[config.mk]
export PLATFORM = sky130hd
export DESIGN_NAME = fpu_arbiter_flat
export DESIGN_NICKNAME = d
export VERILOG_FILES = /design/src/rtl/fpu_arbiter_if.sv /design/src/rtl/fpu_arbiter.sv /design/src/flat_wrapper.sv
export SDC_FILE = /design/constraint.sdc
export NUM_CORES = 1
export LEC_CHECK = 0
export CAP_MARGIN = 20
export CORE_UTILIZATION = 36
export CTS_BUF_LIST = sky130_fd_sc_hd__clkbuf_2
export CTS_CLUSTER_SIZE = 30
export DETAILED_ROUTE_END_ITERATION = 8
export PLACE_DENSITY_LB_ADDON = 0.15
export SYNTH_ARGS = -nofsm -noshare
export SYNTH_HDL_FRONTEND = slang
export SYNTH_SLANG_ARGS = --single-unit
[constraint.sdc]
create_clock -name clk -period 1.61 [get_ports clk]
set_input_delay 0.161 -clock clk [delete_from_list [all_inputs] [get_ports clk]]
set_output_delay 0.161 -clock clk [all_outputs]
set_load 0.01 [all_outputs]
[src/rtl/fpu_arbiter_if.sv]
// Bundle of requester, FPU-side and response signals for fpu_arbiter.
// The slave modport is the arbiter. The master modport is everything around it:
// the two requesters, the FPU instance and the response consumer.
interface fpu_arbiter_if;
    logic        req0_valid;
    logic        req0_ready;
    logic        req0_op;
    logic        req0_type;
    logic [31:0] req0_a;
    logic [31:0] req0_b;
    logic        req1_valid;
    logic        req1_ready;
    logic        req1_op;
    logic        req1_type;
    logic [31:0] req1_a;
    logic [31:0] req1_b;
    logic        fpu_control;
    logic        fpu_float_type;
    logic [31:0] fpu_a;
    logic [31:0] fpu_b;
    logic [31:0] fpu_result;
    logic [3:0]  fpu_flags;
    logic        rsp_valid;
    logic        rsp_ready;
    logic        rsp_id;
    logic [31:0] rsp_result;
    logic [3:0]  rsp_flags;
    logic        busy;
    logic [15:0] op_count;

    modport slave (
        input  req0_valid, req0_op, req0_type, req0_a, req0_b,
        input  req1_valid, req1_op, req1_type, req1_a, req1_b,
        input  fpu_result, fpu_flags, rsp_ready,
        output req0_ready, req1_ready,
        output fpu_control, fpu_float_type, fpu_a, fpu_b,
        output rsp_valid, rsp_id, rsp_result, rsp_flags, busy, op_count
    );

    modport master (
        output req0_valid, req0_op, req0_type, req0_a, req0_b,
        output req1_valid, req1_op, req1_type, req1_a, req1_b,
        output fpu_result, fpu_flags, rsp_ready,
        input  req0_ready, req1_ready,
        input  fpu_control, fpu_float_type, fpu_a, fpu_b,
        input  rsp_valid, rsp_id, rsp_result, rsp_flags, busy, op_count
    );
endinterface

[src/rtl/fpu_arbiter.sv]
// Two-way round-robin sequencer in front of one shared combinational FPU.
// It accepts one operation and registers its operands onto the FPU inputs.
// It then waits LATENCY settle cycles, captures the FPU result and flags, and
// presents them on the response channel tagged with the requester ID.
module fpu_arbiter #(
    parameter int LATENCY = 2
) (
    input  logic         clk,
    input  logic         reset,
    fpu_arbiter_if.slave bus
);

    if (LATENCY < 1 || LATENCY > 15) begin : g_latency_range
        $error("fpu_arbiter: LATENCY must be within 1..15");
    end

    localparam logic [3:0] CNT_LOAD = 4'(LATENCY - 1);

    typedef enum logic [1:0] {
        IDLE,
        EXEC,
        RESP
    } state_t;

    typedef struct packed {
        logic        op;
        logic        float_type;
        logic [31:0] a;
        logic [31:0] b;
    } fpu_req_t;

    state_t      state;
    state_t      state_next;
    fpu_req_t    req_sel;
    fpu_req_t    fpu_q;
    logic        grant_any;
    logic        grant_id;
    logic        accept;
    logic        capture;
    logic        retire;
    logic        last_grant;
    logic [3:0]  cnt;
    logic        rsp_id;
    logic [31:0] rsp_result;
    logic [3:0]  rsp_flags;
    logic [15:0] op_count;

    // Arbitration, handshake decode and next-state selection.
    always_comb begin
        // NOTE: every signal written here is given a default first, so no path leaves one unassigned and no latch is inferred.
        state_next = state;
        accept     = 1'b0;
        capture    = 1'b0;
        retire     = 1'b0;
        grant_any  = bus.req0_valid | bus.req1_valid;
        // Under contention the requester that did not win last time is granted.
        grant_id   = (bus.req0_valid & bus.req1_valid) ? ~last_grant : bus.req1_valid;
        req_sel    = grant_id ? {bus.req1_op, bus.req1_type, bus.req1_a, bus.req1_b}
                              : {bus.req0_op, bus.req0_type, bus.req0_a, bus.req0_b};
        case (state)
            IDLE: begin
                // Reset masks the grant so that no handshake completes on a reset edge.
                if (grant_any && !reset) begin
                    accept     = 1'b1;
                    state_next = EXEC;
                end
            end
            EXEC: begin
                if (cnt == 4'd0) begin
                    capture    = 1'b1;
                    state_next = RESP;
                end
            end
            RESP: begin
                if (bus.rsp_ready) begin
                    retire     = 1'b1;
                    state_next = IDLE;
                end
            end
            default: state_next = IDLE;
        endcase
    end

    // State register.
    always_ff @(posedge clk) begin
        // NOTE: sequential state uses non-blocking assignments so that every flop samples the pre-edge values.
        if (reset) state <= IDLE;
        else       state <= state_next;
    end

    // Operand, settle-counter, response and statistics registers.
    always_ff @(posedge clk) begin
        if (reset) begin
            fpu_q      <= '0;
            cnt        <= '0;
            last_grant <= 1'b1;
            rsp_id     <= 1'b0;
            rsp_result <= '0;
            rsp_flags  <= '0;
            op_count   <= '0;
        end else begin
            if (accept) begin
                fpu_q      <= req_sel;
                rsp_id     <= grant_id;
                last_grant <= grant_id;
                cnt        <= CNT_LOAD;
            end
            if (capture) begin
                rsp_result <= bus.fpu_result;
                rsp_flags  <= bus.fpu_flags;
            end else if (state == EXEC) begin
                cnt <= cnt - 4'd1;
            end
            if (retire) op_count <= op_count + 16'd1;
        end
    end

    assign bus.req0_ready     = accept & ~grant_id;
    assign bus.req1_ready     = accept & grant_id;
    assign bus.fpu_control    = fpu_q.op;
    assign bus.fpu_float_type = fpu_q.float_type;
    assign bus.fpu_a          = fpu_q.a;
    assign bus.fpu_b          = fpu_q.b;
    assign bus.rsp_valid      = (state == RESP);
    assign bus.rsp_id         = rsp_id;
    assign bus.rsp_result     = rsp_result;
    assign bus.rsp_flags      = rsp_flags;
    assign bus.busy           = (state != IDLE);
    assign bus.op_count       = op_count;

endmodule

[src/flat_wrapper.sv]
// flat-port wrapper written by rule: the top's interface ports become plain ports
module fpu_arbiter_flat 
#(
    parameter int LATENCY = 2
)
  (clk, reset, bus_req0_valid, bus_req0_op, bus_req0_type, bus_req0_a, bus_req0_b, bus_req1_valid, bus_req1_op, bus_req1_type, bus_req1_a, bus_req1_b, bus_fpu_result, bus_fpu_flags, bus_rsp_ready, bus_req0_ready, bus_req1_ready, bus_fpu_control, bus_fpu_float_type, bus_fpu_a, bus_fpu_b, bus_rsp_valid, bus_rsp_id, bus_rsp_result, bus_rsp_flags, bus_busy, bus_op_count);
  fpu_arbiter_if bus_i ();
  input  logic clk;
  input  logic reset;
  input wire logic [$bits(bus_i.req0_valid)-1:0] bus_req0_valid;
  input wire logic [$bits(bus_i.req0_op)-1:0] bus_req0_op;
  input wire logic [$bits(bus_i.req0_type)-1:0] bus_req0_type;
  input wire logic [$bits(bus_i.req0_a)-1:0] bus_req0_a;
  input wire logic [$bits(bus_i.req0_b)-1:0] bus_req0_b;
  input wire logic [$bits(bus_i.req1_valid)-1:0] bus_req1_valid;
  input wire logic [$bits(bus_i.req1_op)-1:0] bus_req1_op;
  input wire logic [$bits(bus_i.req1_type)-1:0] bus_req1_type;
  input wire logic [$bits(bus_i.req1_a)-1:0] bus_req1_a;
  input wire logic [$bits(bus_i.req1_b)-1:0] bus_req1_b;
  input wire logic [$bits(bus_i.fpu_result)-1:0] bus_fpu_result;
  input wire logic [$bits(bus_i.fpu_flags)-1:0] bus_fpu_flags;
  input wire logic [$bits(bus_i.rsp_ready)-1:0] bus_rsp_ready;
  output wire logic [$bits(bus_i.req0_ready)-1:0] bus_req0_ready;
  output wire logic [$bits(bus_i.req1_ready)-1:0] bus_req1_ready;
  output wire logic [$bits(bus_i.fpu_control)-1:0] bus_fpu_control;
  output wire logic [$bits(bus_i.fpu_float_type)-1:0] bus_fpu_float_type;
  output wire logic [$bits(bus_i.fpu_a)-1:0] bus_fpu_a;
  output wire logic [$bits(bus_i.fpu_b)-1:0] bus_fpu_b;
  output wire logic [$bits(bus_i.rsp_valid)-1:0] bus_rsp_valid;
  output wire logic [$bits(bus_i.rsp_id)-1:0] bus_rsp_id;
  output wire logic [$bits(bus_i.rsp_result)-1:0] bus_rsp_result;
  output wire logic [$bits(bus_i.rsp_flags)-1:0] bus_rsp_flags;
  output wire logic [$bits(bus_i.busy)-1:0] bus_busy;
  output wire logic [$bits(bus_i.op_count)-1:0] bus_op_count;
  assign bus_i.req0_valid = bus_req0_valid;
  assign bus_i.req0_op = bus_req0_op;
  assign bus_i.req0_type = bus_req0_type;
  assign bus_i.req0_a = bus_req0_a;
  assign bus_i.req0_b = bus_req0_b;
  assign bus_i.req1_valid = bus_req1_valid;
  assign bus_i.req1_op = bus_req1_op;
  assign bus_i.req1_type = bus_req1_type;
  assign bus_i.req1_a = bus_req1_a;
  assign bus_i.req1_b = bus_req1_b;
  assign bus_i.fpu_result = bus_fpu_result;
  assign bus_i.fpu_flags = bus_fpu_flags;
  assign bus_i.rsp_ready = bus_rsp_ready;
  assign bus_req0_ready = bus_i.req0_ready;
  assign bus_req1_ready = bus_i.req1_ready;
  assign bus_fpu_control = bus_i.fpu_control;
  assign bus_fpu_float_type = bus_i.fpu_float_type;
  assign bus_fpu_a = bus_i.fpu_a;
  assign bus_fpu_b = bus_i.fpu_b;
  assign bus_rsp_valid = bus_i.rsp_valid;
  assign bus_rsp_id = bus_i.rsp_id;
  assign bus_rsp_result = bus_i.rsp_result;
  assign bus_rsp_flags = bus_i.rsp_flags;
  assign bus_busy = bus_i.busy;
  assign bus_op_count = bus_i.op_count;
  fpu_arbiter #(.LATENCY(LATENCY)) u_core (.clk(clk), .reset(reset), .bus(bus_i));
endmodule
==> results.cfg <==
[outcome]
status = complete, but fails checks
violations = negative setup slack

[min_path]
worst_hold_path_type = input pin to flop
min_path_cells = 3

[die]
design.die.area_um2 = 14900
dieHeight_um = 122
rows = 43
core_um2 = 14000
die_w_um = 122
ios = 296
initial_core_util_pct = 37.2

[synthesis]
synth_warnings = 0
ys_ff_latch = 126
syn_nets = 758
ys_seq_area_share_pct = 48.5
synthArstFlopShare_pct = 0
synth.area.mux_share_pct = 12.7
ys.flop_type = dfxtp_1
yosysUniqueCellTypes = 34
avgSynthCellArea_um2 = 8.92
synth-compound-area-share_pct = 15.1
synth-xor-area-share_pct = 1.68
synth_adder_area_share_pct = 0.481
synth_edf_count = 0
yosys.area_share.simple_pct = 17.7
synth_area_um2 = 5200
synth_top_family_by_area = simple AND/OR/NAND/NOR gates
syn_inst = 583

[route]
drt_iter0_drc = 209
drt_pass1_iterations = 4
wire_per_inst_um = 17.7
drc = 0
viasPerCell = 5.01
vias = 5793
postRouteAntennaNets = 0
wl_um = 20400

[critical_path]
critical_path_arrival_ps = 1860
crit_top_cell = or2_4
crit_type = flop to output port
worst-r2r-cell-count = 9
cpPeakStageDelay_ps = 360
path_cells = or2_4 > or2_4 > nor3b_2 > buf_2
worstPathRequired_ps = 1450
critPathTopFamily = simple AND/OR/NAND/NOR gates
crit_cells = 4
crit_buf_inv = 1
path_max_fanout = 3
setup.worst_path.end_class = output port
worstSetupStartpointType = flop
cp_slowest_cell = dfxtp_2

[final_layout]
nFillCells = 1053
final-seq-area_um2 = 2570
nets = 1136
final_common_cell = clkdlybuf4s50_1
area_growth_pct = 92.0
final_cell_mix = clkdlybuf4s50_1, dlygate4sd2_1, dfxtp_1
stdcell_count = 1156
multi_input_area_um2 = 2780
drive_gt1_share_pct = 21.9

[timing]
skew_ps = 19.2
drv_slew = 0
worst_slack_ps = -411
setup_viol = 66
hold_viol = 0
fmax_mhz = 495
worst_pin_slew_ps = 602
slew_headroom_pct = 59.9
fin_tns_setup_ps = -4100
rsz0062_at_grt = true
fin_crit_sh_pct = 126
min_period_ps = 2020

[clock_tree]
cts_made_buffers = 17
htree_levels = 4
cts_tree = built
clock_sinks = 126
insertion_delay_ps = 700
cts.path.max_buffers = 2
cts.clk_slew.worst_paths_ps = 190
clockRootBuffer = clkbuf_2

[grt]
grt_pass1_vias = 5634
grt.overflow.total = 0
grt_pass1_wl_um = 27300
antenna_found_initial = 1
grt_max_degree = 115
grtUsageTotal_pct = 23.9

[power_and_ir_drop]
finalPower_w = 0.00966
p_leak_nw = 4.28
peakVddDrop_v = 0.000569
power.density_nw_per_um2 = 967

[placement]
io_buffers = 295
dp.cells = 1052
post-place-ws_ps = -332
hpwl_um = 12400
gp_congestion = 0.823

[job]
maxCapViolCount = 0
cell usage after synthesis (3+ instances only):
library cell	number	area, µm²
inv_1	3	11.3
nor3_1	6	30.0
xnor2_1	6	52.6
dfxtp_1	126	2520
nand2b_1	4	25.0
or3_1	4	25.0
nor2_1	80	300
o21ai_0	6	30.0
clkbuf_1	22	82.6
nand2_1	86	323
xor2_1	4	35.0
a21oi_1	48	240
and3_1	3	18.8
mux2i_1	66	661
a211oi_1	67	503
nand3_1	9	45.0
buf_2	18	90.1
stage by stage:
stage	utilization (%)	area [µm²]	hold slack, ps
floorplan	-	5220	297
global placement	61.5	8610	441
detailed placement	61.5	8610	449
CTS	66.5	9300	29.6
global route	71.4	9980	26.2
finish	71.4	9990	70.3
power by group:
part	internal (W)	switching (W)
combinational	0.00185	0.00159
clock	0.00130	0.00119
sequential	0.00352	0.000212
state kept, by name, summed over array words and instances (netlist names), 2 cells and up:
signal,flops
u_core.bus.fpu_a,32
u_core.bus.fpu_b,32
u_core.bus.op_count,16
u_core.bus.rsp_flags,4
u_core.bus.rsp_result,32
u_core.cnt,4
u_core.state,2
logic make-up after synthesis:
group / count (synthesis)
multiplexers: 66
adder cells (fa/ha/maj): 2
AND/OR/NAND/NOR: 210
flip-flops: 126
buffers and inverters: 46
AO/OA/AOI/OAI: 123
XOR/XNOR: 10
routing by layer:
| layer | GRT usage [%] | part of all wire (%) |
|---|---|---|
| met1 | 23.7 | 36 |
| met2 | 44.2 | 54 |
| met3 | 9.34 | 7.3 |
| met4 | 9.60 | 2.6 |
| met5 | 0 | 0 |
path summary, 6_finish.rpt:
| kind | endpoint | slack (ps) | from |
|---|---|---|---|
| hold reg to reg | u_core.bus.rsp_id | 470 | u_core.bus.rsp_id |
| setup / recovery | bus_req1_ready | -410 | u_core.state[0] |
| hold / removal | u_core.bus.fpu_b[31] | 70 | bus_req0_b[31] |
| setup reg to reg | u_core.bus.fpu_a[26] | -140 | u_core.state[0] |
worst reg2reg max path, cell delays in order (launching register included):
cell	delay [ps]
dfxtp_2	360
or2_4	240
buf_4	130
buf_6	120
nor2_4	150
buf_12	160
buf_12	120
buf_16	110
nor2_1	50
a211oi_1	240
timing repair:
item,CTS,global route
gates cloned,2,13
hold endpoints to repair,56,0
setup buffers,9,10
setup endpoints to repair,186,100
resized for setup,199,106
pin swaps,5,44
hold buffers,37,0
cell type report:
| type | count | area share [%] |
|---|---|---|
| Timing Repair Buffer | 402 | 40.9 |
| Multi-Input combinational cell | 411 | 27.8 |
| Sequential cell | 126 | 25.8 |
| Tap cell | 180 | 2.26 |
| Clock inverter | 15 | 2.24 |
| Clock buffer | 17 | 0.852 |
| Inverter | 3 | 0.113 |
| Antenna cell | 2 | 0.0501 |
(Power assumes the default switching activity.)
